$ cat src/rtl/lane_permute_ctrl.sv
// Slice-by-slice permutation engine: copies an N x N cell array from a source region
// to a destination region of a single-port memory, remapping (i,j) -> (j, (A*i+B*j) mod N) or transposing.
module lane_permute_ctrl #(
    parameter int N        = 5,
    parameter int NW       = 3,
    parameter int SLICES   = 64,
    parameter int SW       = 6,
    parameter int CW       = 3,
    parameter int DW       = 1,
    parameter int AW       = 12,
    parameter int SRC_BASE = 0,
    parameter int DST_BASE = 2048
) (
    input  logic          clk,
    input  logic          rst,
    input  logic          start,
    input  logic          mode,
    input  logic [CW-1:0] coef_a,
    input  logic [CW-1:0] coef_b,
    output logic          busy,
    output logic          done,
    output logic [SW-1:0] slice_idx,
    output logic [AW-1:0] mem_addr,
    output logic          mem_rd,
    output logic          mem_wr,
    output logic [DW-1:0] mem_wdata,
    input  logic [DW-1:0] mem_rdata,
    output logic [3:0]    dbg_state
);

    // Handshake: start is a level request honoured only in IDLE (mode/coefs captured on
    // that same edge); done is a one-cycle pulse, and busy covers LOAD through DONE.
    localparam int TW = CW + NW + 1;

    localparam logic [AW-1:0] L_SRC   = AW'(SRC_BASE);
    localparam logic [AW-1:0] L_DST   = AW'(DST_BASE);
    localparam logic [AW-1:0] L_NN    = AW'(N * N);
    localparam logic [AW-1:0] L_N_A   = AW'(N);
    localparam logic [TW-1:0] L_N_T   = TW'(N);
    localparam logic [NW-1:0] L_NM1   = NW'(N - 1);
    localparam logic [SW-1:0] L_SLAST = SW'(SLICES - 1);

    typedef enum logic [3:0] {
        S_IDLE   = 4'd0,
        S_LOAD   = 4'd1,
        S_CALC   = 4'd2,
        S_REDUCE = 4'd3,
        S_READ   = 4'd4,
        S_WAIT   = 4'd5,
        S_WRITE  = 4'd6,
        S_ADV    = 4'd7,
        S_DONE   = 4'd8
    } state_t;

    state_t        r_state;
    state_t        w_next;

    logic          r_mode;
    logic [CW-1:0] r_a;
    logic [CW-1:0] r_b;
    logic [NW-1:0] r_i;
    logic [NW-1:0] r_j;
    logic [SW-1:0] r_slice;
    logic [TW-1:0] r_t;
    logic [NW-1:0] r_di;
    logic [NW-1:0] r_dj;
    logic [DW-1:0] r_data;

    logic          w_last_j;
    logic          w_last_i;
    logic          w_last_slice;
    logic          w_t_ge_n;
    logic [TW-1:0] w_t_calc;
    logic [AW-1:0] w_src_addr;
    logic [AW-1:0] w_dst_addr;

    assign w_last_j     = (r_j == L_NM1);
    assign w_last_i     = (r_i == L_NM1);
    assign w_last_slice = (r_slice == L_SLAST);
    assign w_t_ge_n     = (r_t >= L_N_T);

    // TW is wide enough for A*i + B*j, so the raw sum never wraps before reduction.
    assign w_t_calc = TW'(r_a) * TW'(r_i) + TW'(r_b) * TW'(r_j);

    assign w_src_addr = L_SRC + AW'(r_slice) * L_NN + AW'(r_i) * L_N_A + AW'(r_j);
    assign w_dst_addr = L_DST + AW'(r_slice) * L_NN + AW'(r_di) * L_N_A + AW'(r_dj);

    always_ff @(posedge clk or posedge rst) begin
        if (rst) begin
            r_state <= S_IDLE;
        end else begin
            r_state <= w_next;
        end
    end

    always_comb begin
        w_next = r_state;
        case (r_state)
            S_IDLE:   w_next = start ? S_LOAD : S_IDLE;
            S_LOAD:   w_next = S_CALC;
            S_CALC:   w_next = r_mode ? S_READ : S_REDUCE;
            S_REDUCE: w_next = w_t_ge_n ? S_REDUCE : S_READ;
            S_READ:   w_next = S_WAIT;
            S_WAIT:   w_next = S_WRITE;
            S_WRITE:  w_next = S_ADV;
            S_ADV:    w_next = (w_last_j && w_last_i && w_last_slice) ? S_DONE : S_CALC;
            S_DONE:   w_next = S_IDLE;
            default:  w_next = S_IDLE;
        endcase
    end

    always_ff @(posedge clk or posedge rst) begin
        if (rst) begin
            r_mode  <= 1'b0;
            r_a     <= '0;
            r_b     <= '0;
            r_i     <= '0;
            r_j     <= '0;
            r_slice <= '0;
            r_t     <= '0;
            r_di    <= '0;
            r_dj    <= '0;
            r_data  <= '0;
        end else begin
            case (r_state)
                S_IDLE: begin
                    if (start) begin
                        r_mode <= mode;
                        r_a    <= coef_a;
                        r_b    <= coef_b;
                    end
                end
                S_LOAD: begin
                    r_i     <= '0;
                    r_j     <= '0;
                    r_slice <= '0;
                    r_t     <= '0;
                end
                S_CALC: begin
                    if (r_mode) begin
                        r_di <= r_j;
                        r_dj <= r_i;
                    end else begin
                        r_t <= w_t_calc;
                    end
                end
                S_REDUCE: begin
                    // One subtraction per cycle; the exit cycle publishes the reduced column.
                    if (w_t_ge_n) begin
                        r_t <= r_t - L_N_T;
                    end else begin
                        r_di <= r_j;
                        r_dj <= r_t[NW-1:0];
                    end
                end
                S_WAIT: begin
                    r_data <= mem_rdata;
                end
                S_ADV: begin
                    if (w_last_j) begin
                        r_j <= '0;
                        if (w_last_i) begin
                            r_i     <= '0;
                            r_slice <= w_last_slice ? '0 : r_slice + 1'b1;
                        end else begin
                            r_i <= r_i + 1'b1;
                        end
                    end else begin
                        r_j <= r_j + 1'b1;
                    end
                end
                default: begin
                end
            endcase
        end
    end

    // Every output is a decode of registered state, so reset clears them immediately.
    assign busy      = (r_state != S_IDLE);
    assign done      = (r_state == S_DONE);
    assign mem_rd    = (r_state == S_READ);
    assign mem_wr    = (r_state == S_WRITE);
    assign mem_addr  = (r_state == S_READ)  ? w_src_addr :
                       (r_state == S_WRITE) ? w_dst_addr : '0;
    assign mem_wdata = (r_state == S_WRITE) ? r_data : '0;
    assign slice_idx = r_slice;
    assign dbg_state = r_state;

endmodule

$ cat config.mk
export PLATFORM = sky130hd
export DESIGN_NAME = lane_permute_ctrl
export DESIGN_NICKNAME = d
export VERILOG_FILES = /design/src/rtl/lane_permute_ctrl.sv
export SDC_FILE = /design/constraint.sdc
export NUM_CORES = 1
export LEC_CHECK = 0
export CELL_PAD_IN_SITES_DETAIL_PLACEMENT = 1
export CELL_PAD_IN_SITES_GLOBAL_PLACEMENT = 2
export CORE_UTILIZATION = 30
export CTS_CLUSTER_SIZE = 24
export DETAILED_ROUTE_END_ITERATION = 10
export GPL_TIMING_DRIVEN = 0
export HOLD_SLACK_MARGIN = 0.05
export PLACE_DENSITY_LB_ADDON = 0.12
export SLEW_MARGIN = 0
export SYNTH_ARGS = -nofsm -noshare
export SYNTH_HDL_FRONTEND = slang
export SYNTH_SLANG_ARGS = --single-unit
$ cat constraint.sdc
create_clock -name clk -period 4.68 [get_ports clk]
set_input_delay 0.468 -clock clk [delete_from_list [all_inputs] [get_ports clk]]
set_output_delay 0.468 -clock clk [all_outputs]
set_load 0.01 [all_outputs]
==> summary.md, run 1 <==
| Metric | Value |
|---|---|
| # diodes | `0` |
| Setup slack, reg-to-reg | `0.86 ns` |
| Max-slew violation count | `0` |
| Static Leak | `2.48 nW` |
| Area contributors post-synth | `dfrtp_1, ha_1, fa_1` |
| Crit path kind | `flip-flop to output port` |
| Layout Skew | `0.00869 ns` |
| Synth top area share | `22.5%` |
| Syn_nets | `approximately 560` |
| Warnings, synthesis | `0` |
| Register bit total from synthesis | `37` |
| Initial antenna violation count | `0` |
| Clock network fraction of design power | `just under 50%` |
| Gr ovfl total | `0` |
| Syn Std Cell Area | `slightly above 4000 µm²` |
| Via count | `3,455` |
| Max frequency | `approximately 220 MHz` |
| CP Capture Type | `output port` |
| CP most frequent cell | `ha_1` |
| Flop pwr share | `48.2%` |
| Root buffer cell | `clkbuf_16` |
| Register area share after synthesis | `22.5%` |
| Max Root-Sink Buffers | `2` |
| Layout cells sized above 1 | `10.5%` |
| # port buffers | `37` |
| Die height | `119 µm` |
| Post-Place Setup Slack | `-0.161 ns` |
| CTS clk-pin slew, worst paths | `0.06 ns` |
| Overall Power | `0.000665 W` |
| Worst min path class | `flip-flop to flip-flop` |
| Core footprint | `13,300 µm²` |
| Routed wire per std cell | `16.3 µm` |
| Remaining DRCs | `0` |
| Internal power | `0.000524 W` |
| Crit share post-route | `95.7%` |
| Later-pin clock latency in the skew report | `0.29 ns` |
| CTS Sinks | `37` |
| Buf+Inv Stages, Crit Path | `3` |
| Hold Vio Cnt, Final | `0` |
| Final setup vio count | `0` |
| Worst IR Drop VDD | `roughly 0.094 mV` |
| Count of cell types in the netlist | `57` |
| Hpwl dp | `between 8 and 9 mm` |
| Die area | `between 10,000 and 15,000 µm²` |
| Nets | `a little over 600` |
| Final setup margin | `0.201 ns` |
| Tightest Pin Transition | `~0.84 ns` |
| Drt via density | `5.01` |
| Pin count of the biggest net entering global routing | `38` |
| RSZ-0062 raised after global routing | `false` |
| Switching power of the nets | `between 0.0001 and 0.00015 W` |
| Die width | `between 100 and 150 µm` |
| Tmin final | `4.48 ns` |
| Number of max-cap violations | `0` |
| Drt first pass iters | `4` |
| WP depth | `15` |
| Sw Ratio | `21.2%` |
| Hold Worst Slack | `around 0.5 ns` |
| Reg2reg path depth | `12` |
| CTS tree | `yes` |
| Hold Startpoint | `r_dj[1]` |
| Crit path launch type | `flip-flop` |
| Reg2reg start | `r_i[1]` |
| H-tree depth | `2` |
| Total global-route track usage | `16.8%` |
| Sequential cell area | `around 930 µm²` |
| Area of the multi-input gates | `between 2000 and 3000 µm²` |
| Row cnt | `42` |
| Setup_tns | `0 ns` |
| Ports | `38` |
| CP max stage delay | `about 0.55 ns` |
| Synth Flop Type | `dfrtp_1` |
| Slew HR | `43.7%` |
| Worst setup startpoint | `slice_idx[1]` |
| Vias in the first global route | `~3,700` |
| Logic pwr share | `2.3%` |
| Post-synthesis cell count | `around 460` |
| First-pass GRT wire length | `between 15 and 20 mm` |
| First DRT Iteration DRCs | `99` |
| CP max-delay cell | `fa_1` |
| CP top delay family | `adder cells` |
| EDFF count, synth | `0` |
| WP data arrival | `4.01 ns` |
| Synth area leader | `dfrtp_1` |
| GPL Wtd Cong | `around 0.76` |
| Run status | `finished clean` |
| Routed WL | `11.2 mm` |
| Power Density | `134 nW/µm²` |
| Initial Util | `30.9%` |
| Hold depth | `2` |
| Avg Synthesized Cell Area | `8.92 µm²` |
| Required time of the critical path | `roughly 4.2 ns` |
| # fillers | `between 1,500 and 2,000` |
| Worst-path cell chain | `ha_1, ha_1, ha_1, inv_1, fa_1, inv_2, ha_4, ha_4, or3_1, o21ai_0, a21oi_2, a22oi_2, nand2b_1, mux2i_1, clkdlybuf4s15_2` |
| Final ANT Viol Nets | `0` |
| CTS buffer count | `5` |
| Synth-to-layout area growth | `20.7%` |
| CP max FO | `4` |
| Synth async-reset ratio | `100%` |
## per-layer routing
layer	vias to the layer above	global-route usage, %	routed length [µm]
li1	1718	-	-
met1	1694	25.0	6000
met2	39	25.7	4880
met3	4	2.20	251
met4	0	3.48	64
met5	-	0	0
## final timing paths
kind | end
min in group asynchronous | r_mode
worst min register to register | r_dj[1]
max in group asynchronous | slice_idx[1]
worst min-delay path | r_dj[1]
worst max register to register | r_t[6]
worst max-delay path | mem_addr[10]
## power by group through the flow
stage	clock network, W	logic [W]	registers [W]
2_1_floorplan	0	0.00000517	0.000326
3_3_place_gp	0	0.0000162	0.000326
3_5_place_dp	0	0.0000164	0.000326
4_1_cts	0.000340	0.0000163	0.000320
5_1_grt	0.000353	0.0000175	0.000320
6_report	0.000329	0.0000154	0.000321
## flip-flops by register name, indices dropped and copies added (netlist names)
register   count
r_mode         1
r_dj           3
r_data         1
r_i            3
dbg_state      4
r_t            7
r_b            3
r_a            3
slice_idx      6
r_di           3
r_j            3
## tightest hold or removal path, delay by kind of cell (launching register included)
family             cells  cell delay, ns
DFF                    1            0.35
and+or+nand+nor        1            0.05
AOI/OAI and AO/OA      1            0.06
## cells in the mapped netlist (all sizes together) (5+ instances only)
| cell type | count |
|---|---|
| nor2b | 6 |
| dfrtp | 37 |
| inv | 60 |
| a21o | 7 |
| buf | 5 |
| mux2i | 5 |
| xnor2 | 12 |
| a21oi | 26 |
| mux2 | 9 |
| o22ai | 6 |
| and2 | 17 |
| nand3 | 11 |
| fa | 18 |
| ha | 71 |
| nor3 | 10 |
| nand3b | 5 |
| nand2 | 40 |
| o211ai | 5 |
| nor2 | 18 |
| o21ai | 40 |
## per-stage QoR
| stage | utilization, % | cells | instance area (µm²) |
|---|---|---|---|
| 6_report | 37.3 | 689 | 4980 |
| 5_1_grt | 37.3 | 689 | 4980 |
| 2_1_floorplan | - | 462 | 4120 |
| 3_3_place_gp | 35.3 | 675 | 4710 |
| 3_5_place_dp | 35.3 | 675 | 4710 |
| 4_1_cts | 36.8 | 686 | 4910 |
## cells in the final DEF, fill, tap and decap left out, types with 11 or more instances in the layout
cell,netlist,final
o21ai_0,39,37
and2_1,17,17
ha_1,71,66
clkdlybuf4s50_1,0,32
a21oi_1,24,22
xnor2_1,12,12
nand3_1,11,11
nor2_1,17,17
dfrtp_1,37,32
fa_1,18,18
nand2_1,39,39
inv_1,60,58
## final cells by class
class | instances | share of cell area (%)
Multi-Input combinational cell | 357 | 60.2
Sequential cell | 37 | 18.7
Timing Repair Buffer | 43 | 8.37
Inverter | 62 | 4.68
Tap cell | 176 | 4.42
Clock buffer | 6 | 2.59
Buffer | 6 | 0.855
Clock inverter | 2 | 0.201
## logic make-up after synthesis
group	count (synthesis)	share of synthesized area, %
and+or+nand+nor	126	16.0
DFF	37	22.5
muxes	14	3.67
adders and majority gates	89	30.3
buffers and inverters	68	6.68
xor gates and xnor gates	15	3.19
AOI/OAI and AO/OA	113	17.8
## timing repair
item	4_1_cts	5_1_grt
gates resized for setup	16	9
setup buffers	3	3
gates cloned	0	0
hold buffers	0	0
pin swaps	3	1
setup endpoints to repair	5	6
No activity file was read; power rests on OpenSTA's default activity.
==> inputs of run 2 (changes only) <==
- ABC_AREA: not set -> 1
==> run 2 against run 1 <==
  * Via count increased by 5.3%
  * Non-clock buffer count decreased by 8
  * Highest routed layer unchanged
  * Worst setup slack improved by 0.0065 ns
  * Sequential share of layout area decreased by 0.30 points
  * Largest power group unchanged
  * Synthesized cell count increased by 18%
  * Largest cell class unchanged
  * Total power increased by 1.9%
  * Critical path type unchanged
  * Hold slack improved by 0.0026 ns
==> summary.md, run 2 <==
| Metric | Value |
|---|---|
| Required time of the critical path | `4.21 ns (about the same)` |
| Max FFs per register | `7 (unchanged)` |
| Nets | `693 (+13%)` |
| Count of cell types in the netlist | `36 (-37%)` |
| Commonest cells post-synth | `nand2_1, inv_1, ha_1` |
| GR Util met2 | `25.7% (+0.032 points)` |
| H-tree depth | `2 (unchanged)` |
| Sw Ratio | `20.7% (-0.52 points)` |
| Final setup margin | `0.208 ns (+0.00655 ns)` |
| Row cnt | `42 (unchanged)` |
| GRT met1 Usage | `26.3% (+1.4 points)` |
| Internal power | `0.000537 W (+2.6%)` |
| Setup_tns | `0 ns (unchanged)` |
| Routed WL | `11.2 mm (-0.12%)` |
| Tightest Pin Transition | `0.851 ns (+0.00863 ns)` |
| Core footprint | `13,400 µm² (+0.39%)` |
| Number of max-cap violations | `0 (unchanged)` |
| CTS Sinks | `37 (unchanged)` |
| Post-route cell area | `5030 µm² (+1.1%)` |
| Pin count of the biggest net entering global routing | `38 (unchanged)` |
| Layout Skew | `0.00244 ns (-0.00625 ns)` |
| Post-Place Setup Slack | `-0.0409 ns (+0.120 ns)` |
| Max-slew violation count | `0 (unchanged)` |
| First-pass GRT wire length | `19.4 mm (+3.8%)` |
| Hold Vio Cnt, Final | `0 (unchanged)` |
| Vias in the first global route | `3,887 (+5.2%)` |
| Drt via density | `4.73 (-5.6%)` |
| Final setup vio count | `0 (unchanged)` |
| Hold Worst Slack | `0.502 ns (+0.00260 ns)` |
| Commonest non-fill, non-tap cells in the layout | `nand2_1, inv_1, ha_1` |
| Post-synthesis cell count | `547 (+18%)` |
| CTS clk-pin slew, worst paths | `0.06 ns (about the same)` |
| Slew HR | `43.2% (-0.58 points)` |
| Initial Util | `31.1% (+0.20 points)` |
| Root buffer cell | `clkbuf_16` |
| WP data arrival | `4.00 ns (about the same)` |
| Die area | `14,400 µm² (+1.0%)` |
| Crit share post-route | `95.6% (-0.14 points)` |
| Layout cells sized above 1 | `10.3% (-0.24 points)` |
| Remaining DRCs | `0 (unchanged)` |
| Sequential cell area | `927 µm² (-0.54%)` |
| Run status | `finished clean` |
| Die height | `120 µm (+0.51%)` |
| Area contributors post-synth | `dfrtp_1, ha_1, nand2_1` |
| Die width | `120 µm (+0.51%)` |
| # diodes | `0 (unchanged)` |
| Hpwl dp | `9.01 mm (+0.40%)` |
| CTS tree | `yes` |
| Worst min path class | `flip-flop to flip-flop` |
| Total global-route track usage | `17.2% (+0.38 points)` |
| Synth area leader | `dfrtp_1` |
| Synth top area share | `22.2% (-0.23 points)` |
| Tmin final | `4.47 ns (-0.00655 ns)` |
| EDFF count, synth | `0 (unchanged)` |
| # port buffers | `37 (unchanged)` |
| First DRT Iteration DRCs | `133 (+34%)` |
| Crit path launch type | `flip-flop` |
| Routing usage on met3 | `2.52% (+0.32 points)` |
| Syn Std Cell Area | `4170 µm² (+1.0%)` |
| Synth Flop Type | `dfrtp_1` |
| Initial antenna violation count | `0 (unchanged)` |
| Register bit total from synthesis | `37 (unchanged)` |
| Placed cell area | `4760 µm² (+0.90%)` |
| Register area share after synthesis | `22.2% (-0.23 points)` |
| Flop pwr share | `47.3% (-0.9 points)` |
| CTS buffer count | `5 (unchanged)` |
| Routed wire per std cell | `14.6 µm (-11%)` |
| CP max FO | `6 (+2)` |
| CP Capture Type | `output port` |
| Syn_nets | `647 (+15%)` |
| Top reg by flops | `r_t` |
| Area of the multi-input gates | `2910 µm² (-2.8%)` |
| Later-pin clock latency in the skew report | `0.28 ns (about the same)` |
| Drt first pass iters | `4 (unchanged)` |
| Max frequency | `224 MHz (+0.15%)` |
| Gr ovfl total | `0 (unchanged)` |
| Ports | `38 (unchanged)` |
| Static Leak | `2.87 nW (+16%)` |
| Synth-to-layout area growth | `20.8% (about the same)` |
| Hold_buf cts | `0 (unchanged)` |
| RSZ-0062 raised after global routing | `false` |
| Switching power of the nets | `0.000140 W (-0.57%)` |
| Final ANT Viol Nets | `0 (unchanged)` |
| Clock network fraction of design power | `50.4% (+0.9 points)` |
| Synth async-reset ratio | `100% (unchanged)` |
| Worst IR Drop VDD | `0.179 mV (+90%)` |
| Logic pwr share | `2.3% (about the same)` |
| Most frequent cell after synthesis | `nand2_1` |
| GPL Wtd Cong | `0.779 (+2.4%)` |
| Via count | `3,639 (+5.3%)` |
| Avg Synthesized Cell Area | `7.61 µm² (-15%)` |
| Warnings, synthesis | `0 (unchanged)` |
| Power Density | `135 nW/µm² (+0.84%)` |
| # fillers | `1,638 (+5.1%)` |
| Overall Power | `0.000678 W (+1.9%)` |
| Most common cell after layout, fill and taps aside | `nand2_1` |
| Crit path kind | `flip-flop to output port` |
| Most used routing layer | `met1` |
| Max Root-Sink Buffers | `2 (unchanged)` |
-- run 2: per-layer routing --
metal,vias to the layer above,wire (µm)
met5,-,0
met4,0,72
met3,8,374
met2,53,4720
met1,1740,6020
li1,1838,-
-- run 2: timing repair --
action                                  CTS  global route
endpoints found under the setup margin    6             5
resized for setup                        11            12
buffers inserted                          2             0
-- run 2: worst paths after layout --
check                              from            to  slack [ns]  cells past startpoint
setup / recovery           slice_idx[1]  mem_addr[11]        0.21                     15
hold / removal                  r_dj[1]       r_dj[1]        0.50                      2
setup reg to reg                 r_i[2]        r_t[6]        0.78                     16
hold reg to reg                 r_dj[1]       r_dj[1]        0.50                      2
max in group asynchronous           rst  slice_idx[0]        3.40                      2
min in group asynchronous           rst        r_a[0]        0.67                      2
-- run 2: cell type report --
type                            count  area share, %
Timing Repair Buffer               39           7.78
Clock buffer                        7           2.84
Inverter                          112           8.41
Buffer                              2          0.298
Tap cell                          176           4.38
Sequential cell                    37           18.4
Multi-Input combinational cell    396           57.9
-- run 2: stage by stage --
stage,utilization [%],instances
finish,37.5,769
global route,37.5,769
CTS,37.1,769
detailed placement,35.5,760
global placement,35.5,760
floorplan,-,547
-- run 2: logic make-up after synthesis --
| group | after synthesis | synth area share, % |
|---|---|---|
| muxes | 7 | 1.89 |
| adders and majority gates | 89 | 30.0 |
| AOI/OAI and AO/OA | 72 | 9.79 |
| xor gates and xnor gates | 11 | 2.31 |
| buffers and inverters | 114 | 10.5 |
| DFF | 37 | 22.2 |
| and+or+nand+nor | 217 | 23.3 |
-- run 2: power groups by stage --
stage	sequential (W)	clock [W]	combinational, W
floorplan	0.000326	0	0.00000521
global placement	0.000326	0	0.0000160
detailed placement	0.000326	0	0.0000164
CTS	0.000321	0.000346	0.0000164
global route	0.000320	0.000365	0.0000179
finish	0.000321	0.000342	0.0000155
-- run 2: worst max-delay path, cell delays in order, from the launching register on --
cell and delay, ns:
dfrtp_1 0.41, ha_1 0.30, ha_1 0.32, ha_4 0.29, inv_1 0.05, fa_1 0.55
inv_2 0.08, ha_4 0.25, ha_4 0.29, nand2_1 0.06, o21a_1 0.19, o21ai_2 0.09
nand3_1 0.12, o21ai_0 0.16, nand2_1 0.07, clkdlybuf4s50_1 0.47
